### src/rtl/phase_sequencer.sv
// -----------------------------------------------------------------------------
// phase_sequencer
// Master timing generator for PDP-8 instruction execution. Each instruction is
// a two-cycle fetch (FETCH_CK, FETCH_STB) followed by up to NPHASE execute
// phases. Each execute phase is one ck cycle followed by one stb cycle. The
// decoders return a combinational done during a ck cycle. done ends the
// instruction, which is then counted as retired. An instruction that reaches
// stb[NPHASE] without done is parked in ERR.
//
// Parameters
//   NPHASE  number of execute phases (1..8); width of the ck/stb buses
//   CNT_W   width of the retired-instruction counter
//
// Ports
//   clk        system clock, rising edge
//   reset_n    asynchronous active-low reset
//   run        level: execute instructions back-to-back
//   step       pulse: execute exactly one instruction from IDLE
//   halt_req   level: finish the current instruction, then go to IDLE
//   err_clr    pulse: leave ERR for IDLE
//   done       OR of decoder done terms, honoured only in ck cycles
//   fetch_oe   memory-to-bus enable (FETCH_CK)
//   ir_ck      instruction-register load strobe (FETCH_STB)
//   pc_inc     program-counter increment strobe (FETCH_STB)
//   ck         one-hot execute drive phase, bit 0 = ck1
//   stb        one-hot execute strobe phase, bit 0 = stb1
//   running    high in every state except IDLE and ERR
//   err        high in ERR
//   instr_cnt  retired-instruction count, wraps at 2^CNT_W
// -----------------------------------------------------------------------------
module phase_sequencer #(
    parameter int NPHASE = 6,
    parameter int CNT_W  = 16
) (
    input  logic              clk,
    input  logic              reset_n,
    input  logic              run,
    input  logic              step,
    input  logic              halt_req,
    input  logic              err_clr,
    input  logic              done,
    output logic              fetch_oe,
    output logic              ir_ck,
    output logic              pc_inc,
    output logic [NPHASE-1:0] ck,
    output logic [NPHASE-1:0] stb,
    output logic              running,
    output logic              err,
    output logic [CNT_W-1:0]  instr_cnt
);

    // The phase index is stored zero-based (0 = phase 1).
    localparam int PW = (NPHASE > 1) ? $clog2(NPHASE) : 1;
    localparam logic [PW-1:0] LAST_PHASE = PW'(NPHASE - 1);

    typedef enum logic [2:0] {
        ST_IDLE      = 3'd0,
        ST_FETCH_CK  = 3'd1,
        ST_FETCH_STB = 3'd2,
        ST_EXEC      = 3'd3,
        ST_ERR       = 3'd4
    } state_t;

    state_t            state_r;
    state_t            state_s;
    logic [PW-1:0]     phase_r;
    logic [PW-1:0]     phase_s;
    logic              sub_r;        // 1'b0 = ck sub-phase, 1'b1 = stb sub-phase
    logic              sub_s;
    logic              step_mode_r;  // current instruction was started by step
    logic              step_mode_s;
    logic              retire_s;

    logic              fetch_oe_s;
    logic              ir_ck_s;
    logic [NPHASE-1:0] ck_s;
    logic [NPHASE-1:0] stb_s;
    logic              running_s;
    logic              err_s;

    // One-hot decode of a zero-based phase index.
    function automatic logic [NPHASE-1:0] phase_onehot(input logic [PW-1:0] idx);
        logic [NPHASE-1:0] v;
        for (int i = 0; i < NPHASE; i++) begin
            v[i] = (idx == PW'(i));
        end
        return v;
    endfunction

    // Next-state logic: fetch, execute phases, retire/error decisions.
    always_comb begin
        state_s     = state_r;
        phase_s     = phase_r;
        sub_s       = sub_r;
        step_mode_s = step_mode_r;
        retire_s    = 1'b0;
        case (state_r)
            ST_IDLE: begin
                // run wins over step so a simultaneous press means continuous mode.
                if (run) begin
                    state_s     = ST_FETCH_CK;
                    step_mode_s = 1'b0;
                end else if (step) begin
                    state_s     = ST_FETCH_CK;
                    step_mode_s = 1'b1;
                end else begin
                    state_s     = ST_IDLE;
                end
            end
            ST_FETCH_CK: begin
                state_s = ST_FETCH_STB;
            end
            ST_FETCH_STB: begin
                state_s = ST_EXEC;
                phase_s = {PW{1'b0}};
                sub_s   = 1'b0;
            end
            ST_EXEC: begin
                if (!sub_r) begin
                    if (done) begin
                        // Retire without issuing this phase's strobe.
                        retire_s = 1'b1;
                        if (run && !halt_req && !step_mode_r) begin
                            state_s = ST_FETCH_CK;
                        end else begin
                            state_s = ST_IDLE;
                        end
                    end else begin
                        sub_s = 1'b1;
                    end
                end else begin
                    if (phase_r == LAST_PHASE) begin
                        state_s = ST_ERR;
                    end else begin
                        phase_s = phase_r + PW'(1);
                        sub_s   = 1'b0;
                    end
                end
            end
            ST_ERR: begin
                if (err_clr) begin
                    state_s = ST_IDLE;
                end else begin
                    state_s = ST_ERR;
                end
            end
            default: begin
                state_s = ST_IDLE;
            end
        endcase
    end

    // Output decode from the next state, so the registered outputs track the
    // state register with no extra cycle of latency.
    always_comb begin
        fetch_oe_s = (state_s == ST_FETCH_CK);
        ir_ck_s    = (state_s == ST_FETCH_STB);
        running_s  = (state_s != ST_IDLE) && (state_s != ST_ERR);
        err_s      = (state_s == ST_ERR);
        if (state_s == ST_EXEC) begin
            if (!sub_s) begin
                ck_s  = phase_onehot(phase_s);
                stb_s = {NPHASE{1'b0}};
            end else begin
                ck_s  = {NPHASE{1'b0}};
                stb_s = phase_onehot(phase_s);
            end
        end else begin
            ck_s  = {NPHASE{1'b0}};
            stb_s = {NPHASE{1'b0}};
        end
    end

    // State register and registered outputs; reset aborts immediately.
    always_ff @(posedge clk or negedge reset_n) begin
        if (!reset_n) begin
            state_r     <= ST_IDLE;
            phase_r     <= {PW{1'b0}};
            sub_r       <= 1'b0;
            step_mode_r <= 1'b0;
            fetch_oe    <= 1'b0;
            ir_ck       <= 1'b0;
            pc_inc      <= 1'b0;
            ck          <= {NPHASE{1'b0}};
            stb         <= {NPHASE{1'b0}};
            running     <= 1'b0;
            err         <= 1'b0;
        end else begin
            state_r     <= state_s;
            phase_r     <= phase_s;
            sub_r       <= sub_s;
            step_mode_r <= step_mode_s;
            fetch_oe    <= fetch_oe_s;
            ir_ck       <= ir_ck_s;
            pc_inc      <= ir_ck_s;
            ck          <= ck_s;
            stb         <= stb_s;
            running     <= running_s;
            err         <= err_s;
        end
    end

    // Retired-instruction counter, wraps naturally at 2^CNT_W.
    always_ff @(posedge clk or negedge reset_n) begin
        if (!reset_n) begin
            instr_cnt <= {CNT_W{1'b0}};
        end else if (retire_s) begin
            instr_cnt <= instr_cnt + CNT_W'(1);
        end else begin
            instr_cnt <= instr_cnt;
        end
    end

endmodule

### config.mk
export PLATFORM = sky130hd
export DESIGN_NAME = phase_sequencer
export DESIGN_NICKNAME = d
export VERILOG_FILES = /design/src/rtl/phase_sequencer.sv
export SDC_FILE = /design/constraint.sdc
export NUM_CORES = 1
export LEC_CHECK = 0
export ABC_AREA = 1
export CELL_PAD_IN_SITES_DETAIL_PLACEMENT = 2
export CELL_PAD_IN_SITES_GLOBAL_PLACEMENT = 2
export CORE_UTILIZATION = 32
export CTS_CLUSTER_SIZE = 8
export DETAILED_ROUTE_END_ITERATION = 10
export GPL_ROUTABILITY_DRIVEN = 0
export GPL_TIMING_DRIVEN = 0
export PLACE_DENSITY = 0.95
export SETUP_SLACK_MARGIN = 0.02
export SLEW_MARGIN = 15
export SYNTH_ARGS = -nofsm -noshare
export SYNTH_HDL_FRONTEND = slang
export SYNTH_SLANG_ARGS = --single-unit
export TNS_END_PERCENT = 1
### constraint.sdc
create_clock -name clk -period 3.5 [get_ports clk]
set_input_delay 0.875 -clock clk [delete_from_list [all_inputs] [get_ports clk]]
set_output_delay 0.875 -clock clk [all_outputs]
set_load 0.02 [all_outputs]
Word-level counts from Yosys, hierarchy flattened:

Cells that the tools add are included.

* register bits: 40
* bits in latches: 0
* bits in writable memories: 0
* memory bits (read-only): 0
* input bits: 7
* output and inout port bits: 33
* memories: 0

* add/sub/neg operators: 2
* $mul: 0
* divide/modulo/power cells: 0
* order comparisons: 0
* equal/unequal tests: 15
* shift-type cells: 0
* muxes and demuxes: 24
* bitwise operators: 0
* reductions and logical operators: 10

Operators with widths (count)
* 6-bit 2-to-1 mux: 4
* 3-bit by 2-bit == test with 1-bit output, second input constant: 6
* 3-bit 2-to-1 mux: 6
* 16-bit by 1-bit adder with 16-bit output, second input constant: 1
* 3-bit == test, second input constant: 5
* 3-bit case mux with 5 select lines: 1
* 1-bit 2-to-1 mux: 11
* 3-bit by 1-bit == test with 1-bit output, second input constant: 3
* 3-bit zero test: 2
* 3-bit case mux with 2 select lines: 1
* 3-bit by 1-bit adder with 3-bit output, second input constant: 1
* 1-bit logical AND: 3
* 3-bit inequality test, second input constant: 1
* 3-bit nonzero test: 1
* 1-bit zero test: 2
* 1-bit case mux with 2 select lines: 1
* 2-bit AND reduction: 1
* 2-bit nonzero test: 1

Longest topological paths before layout:

* word-level depth: 9
* mapped depth: 9
* depth with buffers taken out: 9

Worst setup path before layout:

OpenSTA, ideal clock, no wires.

* path type: input -> register
* start point: in done
* end point: reg instr_cnt[15]
* arrival: 1.596 ns
* data required time: 3.383 ns
* path slack: 1.787 ns
* stages on the path: 7
* cells stage by stage: inv_1 > nor2_1 > nand2_2 > nor3_1 > nand3_1 > nand2_1 > nand2_1

* cells in the longest elaborated chain, start to end: 3

RTL lines
* start: declaration: line 41 `input logic done,`
* 1-bit 2-to-1 mux: line 120 `if (done) begin`
* 1-bit 2-to-1 mux: line 119 `if (!sub_r) begin`
* 1-bit 2-to-1 mux: line 97 `case (state_r)`
* end signal: assignment: line 206 `instr_cnt <= {CNT_W{1'b0}};`
* end signal: assignment: line 208 `instr_cnt <= instr_cnt + CNT_W'(1);`
* end signal: assignment: line 210 `instr_cnt <= instr_cnt;`
* end: declaration: line 49 `output logic [CNT_W-1:0] instr_cnt`

No other way between the ends.
A chain may end at the register's enable or synchronous reset.

Worst setup path in the final report:

Same ends and word-level chain as after synthesis.

==> metrics.md <==
| Metric | Value |
|---|---|
| CP most frequent cell | nand2_1 |
| Post-synth top area share | 0.537 |
| Slew @ Worst Pin | roughly 680 ps |
| Post-synth EDFFs | 0 |
| Vias per cell | around 5 |
| Switching Share | 0.417 |
| Post-synth net total | 228 |
| DR top layer | met4 |
| Cell chain of the critical path | clkdlybuf4s50_1, inv_1, nor2_1, nand2_2, nor3_1, nand3_1, nand2_1, nand2_1 |
| P&R area growth vs syn | 32.7% |
| Setup ws final | between 1000 and 1500 ps |
| Placed instance area | 0.00236 mm^2 |
| Worst vdd ir | about 0.26 mV |
| Most common cell in the synthesized netlist | nand2_1 |
| Async SR Flop Fraction | 1.00 |
| Placeable Area | between 0.005 and 0.006 mm^2 |
| Skew-Pair Late Insertion Delay | about 300 ps |
| Critical Path Max Stage Delay | 520 ps |
| Post-Layout Cell Count | ~340 |
| Crit path DAT | 2610 ps |
| Row Count | 27 |
| Total congestion overflow | 0 |
| Top cells by count, synth | nand2_1, dfrtp_1, nor2_1 |
| GRT Util Overall | 0.207 |
| Flops & latches, synth | 40 |
| Post-CTS Setup Inserts | 0 |
| CTS tree | done |
| Peak fanout along the critical path | 8 |
| Status | completed |
| Mapped Cells | about 220 |
| Startpoint types | input pin |
| Share of cells above drive strength 1 | 0.0865 |
| Setup crit end kind | register |
| DRC viols | 0 |
| Detailed placement HPWL | 4290 um |
| DRT iter0 DRCs | 70 |
| Die Area | about 0.006 mm^2 |
| Critical path class | in2reg |
| Final Setup Violations | 0 |
| Synth unique cells | 26 |
| Routed WL per cell | between 15 and 20 um |
| Ports | 40 |
| Metal-1 WL | roughly 2200 um |
| Reg power frac | 0.374 |
| DRT antenna net count | 0 |
| Chip Width | 78.4 um |
| Placed Cells | between 300 and 400 |
| Final Cell Area | around 0.0025 mm^2 |
| Clk slew on worst S/H paths | roughly 90 ps |
| Number of buffers and inverters on the critical path | 2 |
| Slew Limit Headroom | 0.545 |
| Max-slew violations | 0 |
| CTS Hold Bufs | 0 |
| Initial antenna violation count | 0 |
| Vias | 1683 |
| RSZ-0062 raised after global routing | no |
| Clk pwr share | 0.220 |
| Final Critical Period | 2410 ps |
| Pre-antenna DRT Iters | 4 |
| Yosys warnings | 0 |
| Max-cap check violation count | 0 |
| Cell taking the most area after synthesis | dfrtp_1 |
| H-Tree Depth | 2 |
| Final net count | 275 |
| Post-Route WL | 5740 um |
| Initial core utilization | 0.335 |
| Global-route wire length before repair | 9620 um |
| Tot Pwr | around 1.8 mW |
| CP delay by family, top | simple AND/OR/NAND/NOR gates |
| Worst Hold Class | in2async |
| Leak pwr | ~1.2 nW |
| Vias in the first global route | between 1500 and 2000 |
| Root Buffer Master | clkbuf_8 |
| Final worst path period share | 0.689 |
| NetSw | roughly 0.75 mW |
| Largest net degree at the start of global routing | 31 |
| Final TNS setup | 0 ps |
| Seq/Total Area, Yosys | 0.537 |
| Internal Pwr Total | around 1.0 mW |
| Wire length on met2 | about 3300 um |
| CTS Buffer Depth | 2 |
| Util after Layout | 0.444 |
| Mapped Area | about 0.0019 mm^2 |
| Syn Area/Cell | ~8.6 um^2 |
| Gate power share | 0.406 |
| Top post-synthesis cells by area | dfrtp_1, nand2_1, nor2_1, inv_1, nand3_1 |
| Hold_ws | ~450 ps |
| ANT cells | 0 |
| CTS Buf Count | 5 |
| Metal3 WL | around 130 um |
| Port bufs | 39 |
| Fmax | slightly above 0.4 GHz |
| Pwr dens | ~720 mW/mm^2 |
| Dpl ws | between 800 and 900 ps |
| Post-synth top flop | dfrtp_1 |
| Clock Skews | about 7.2 ps |
| Worst path slowest cell | clkdlybuf4s50_1 |
| Final hold vios | 0 |
| Worst Path Required | between 3000 and 4000 ps |
| Chip height | just under 80 um |
| # clock sinks | 40 |
| Resize count post-CTS | 0 |
power by group through the flow:
| stage | clock (mW) | sequential (mW) | combinational, mW |
|---|---|---|---|
| 6_report | 0.394 | 0.669 | 0.727 |
| 3_3_place_gp | 0 | 0.662 | 0.677 |
| 5_1_grt | 0.422 | 0.684 | 0.800 |
| 4_1_cts | 0.404 | 0.668 | 0.740 |
| 3_5_place_dp | 0 | 0.676 | 0.729 |
| 2_1_floorplan | 0 | 0.729 | 0.352 |
per-layer routing:
layer,vias up,track usage
met5,-,0
met4,0,0.0722
met3,11,0.0360
met2,32,0.406
met1,859,0.218
li1,781,-
flip-flops by register name, indices dropped and copies added (netlist names), 3 cells and up:
register,count
state_r,3
stb,6
instr_cnt,16
phase_r,3
ck,6
final timing paths:
kind                               start            end  slack, ps  depth (start not counted)
max in group asynchronous        reset_n     state_r[0]       2600                          2
setup reg to reg              phase_r[0]          ck[4]       1630                          8
hold reg to reg            instr_cnt[12]  instr_cnt[12]        510                          1
setup / recovery                    done  instr_cnt[15]       1090                          8
min in group clk           instr_cnt[12]  instr_cnt[12]        510                          1
hold / removal                   reset_n   instr_cnt[3]        450                          1
cell type report:
cell class              instances  area [um^2]
clock inverters                 3         46.3
multi-input cells             144          726
fillers                       617         3100
clock buffers                   5         68.8
repair buffers                 40          405
flip-flops and latches         40         1000
inverters                      32          120
plain buffers                   2         18.8
well taps                      72         90.1
cell usage in the layout (no fill, tap or decap), types with 2 or more instances in the layout:
master            n
a221oi_1          2
clkbuf_8          5
clkdlybuf4s50_1  38
dfrtp_1          40
ha_1              3
inv_1            31
nand2_1          45
nand2_2           3
nand3_1          23
nand3_2           2
nand4_1           5
nor2_1           33
nor2_2            2
nor3_1            4
o21ai_0           6
xnor2_1           7
cells by family (layout without fill, tap and decap cells):
kind of cell               Yosys count  count (layout)  share of synthesized area
AOI/OAI and AO/OA                   13              13                     0.0429
xor gates and xnor gates             8               8                     0.0376
adders and majority gates            3               3                     0.0201
buffers and inverters               34              82                     0.0744
DFF                                 40              40                      0.537
and+or+nand+nor                    120             120                      0.288
No activity file was read; power rests on OpenSTA's default activity.
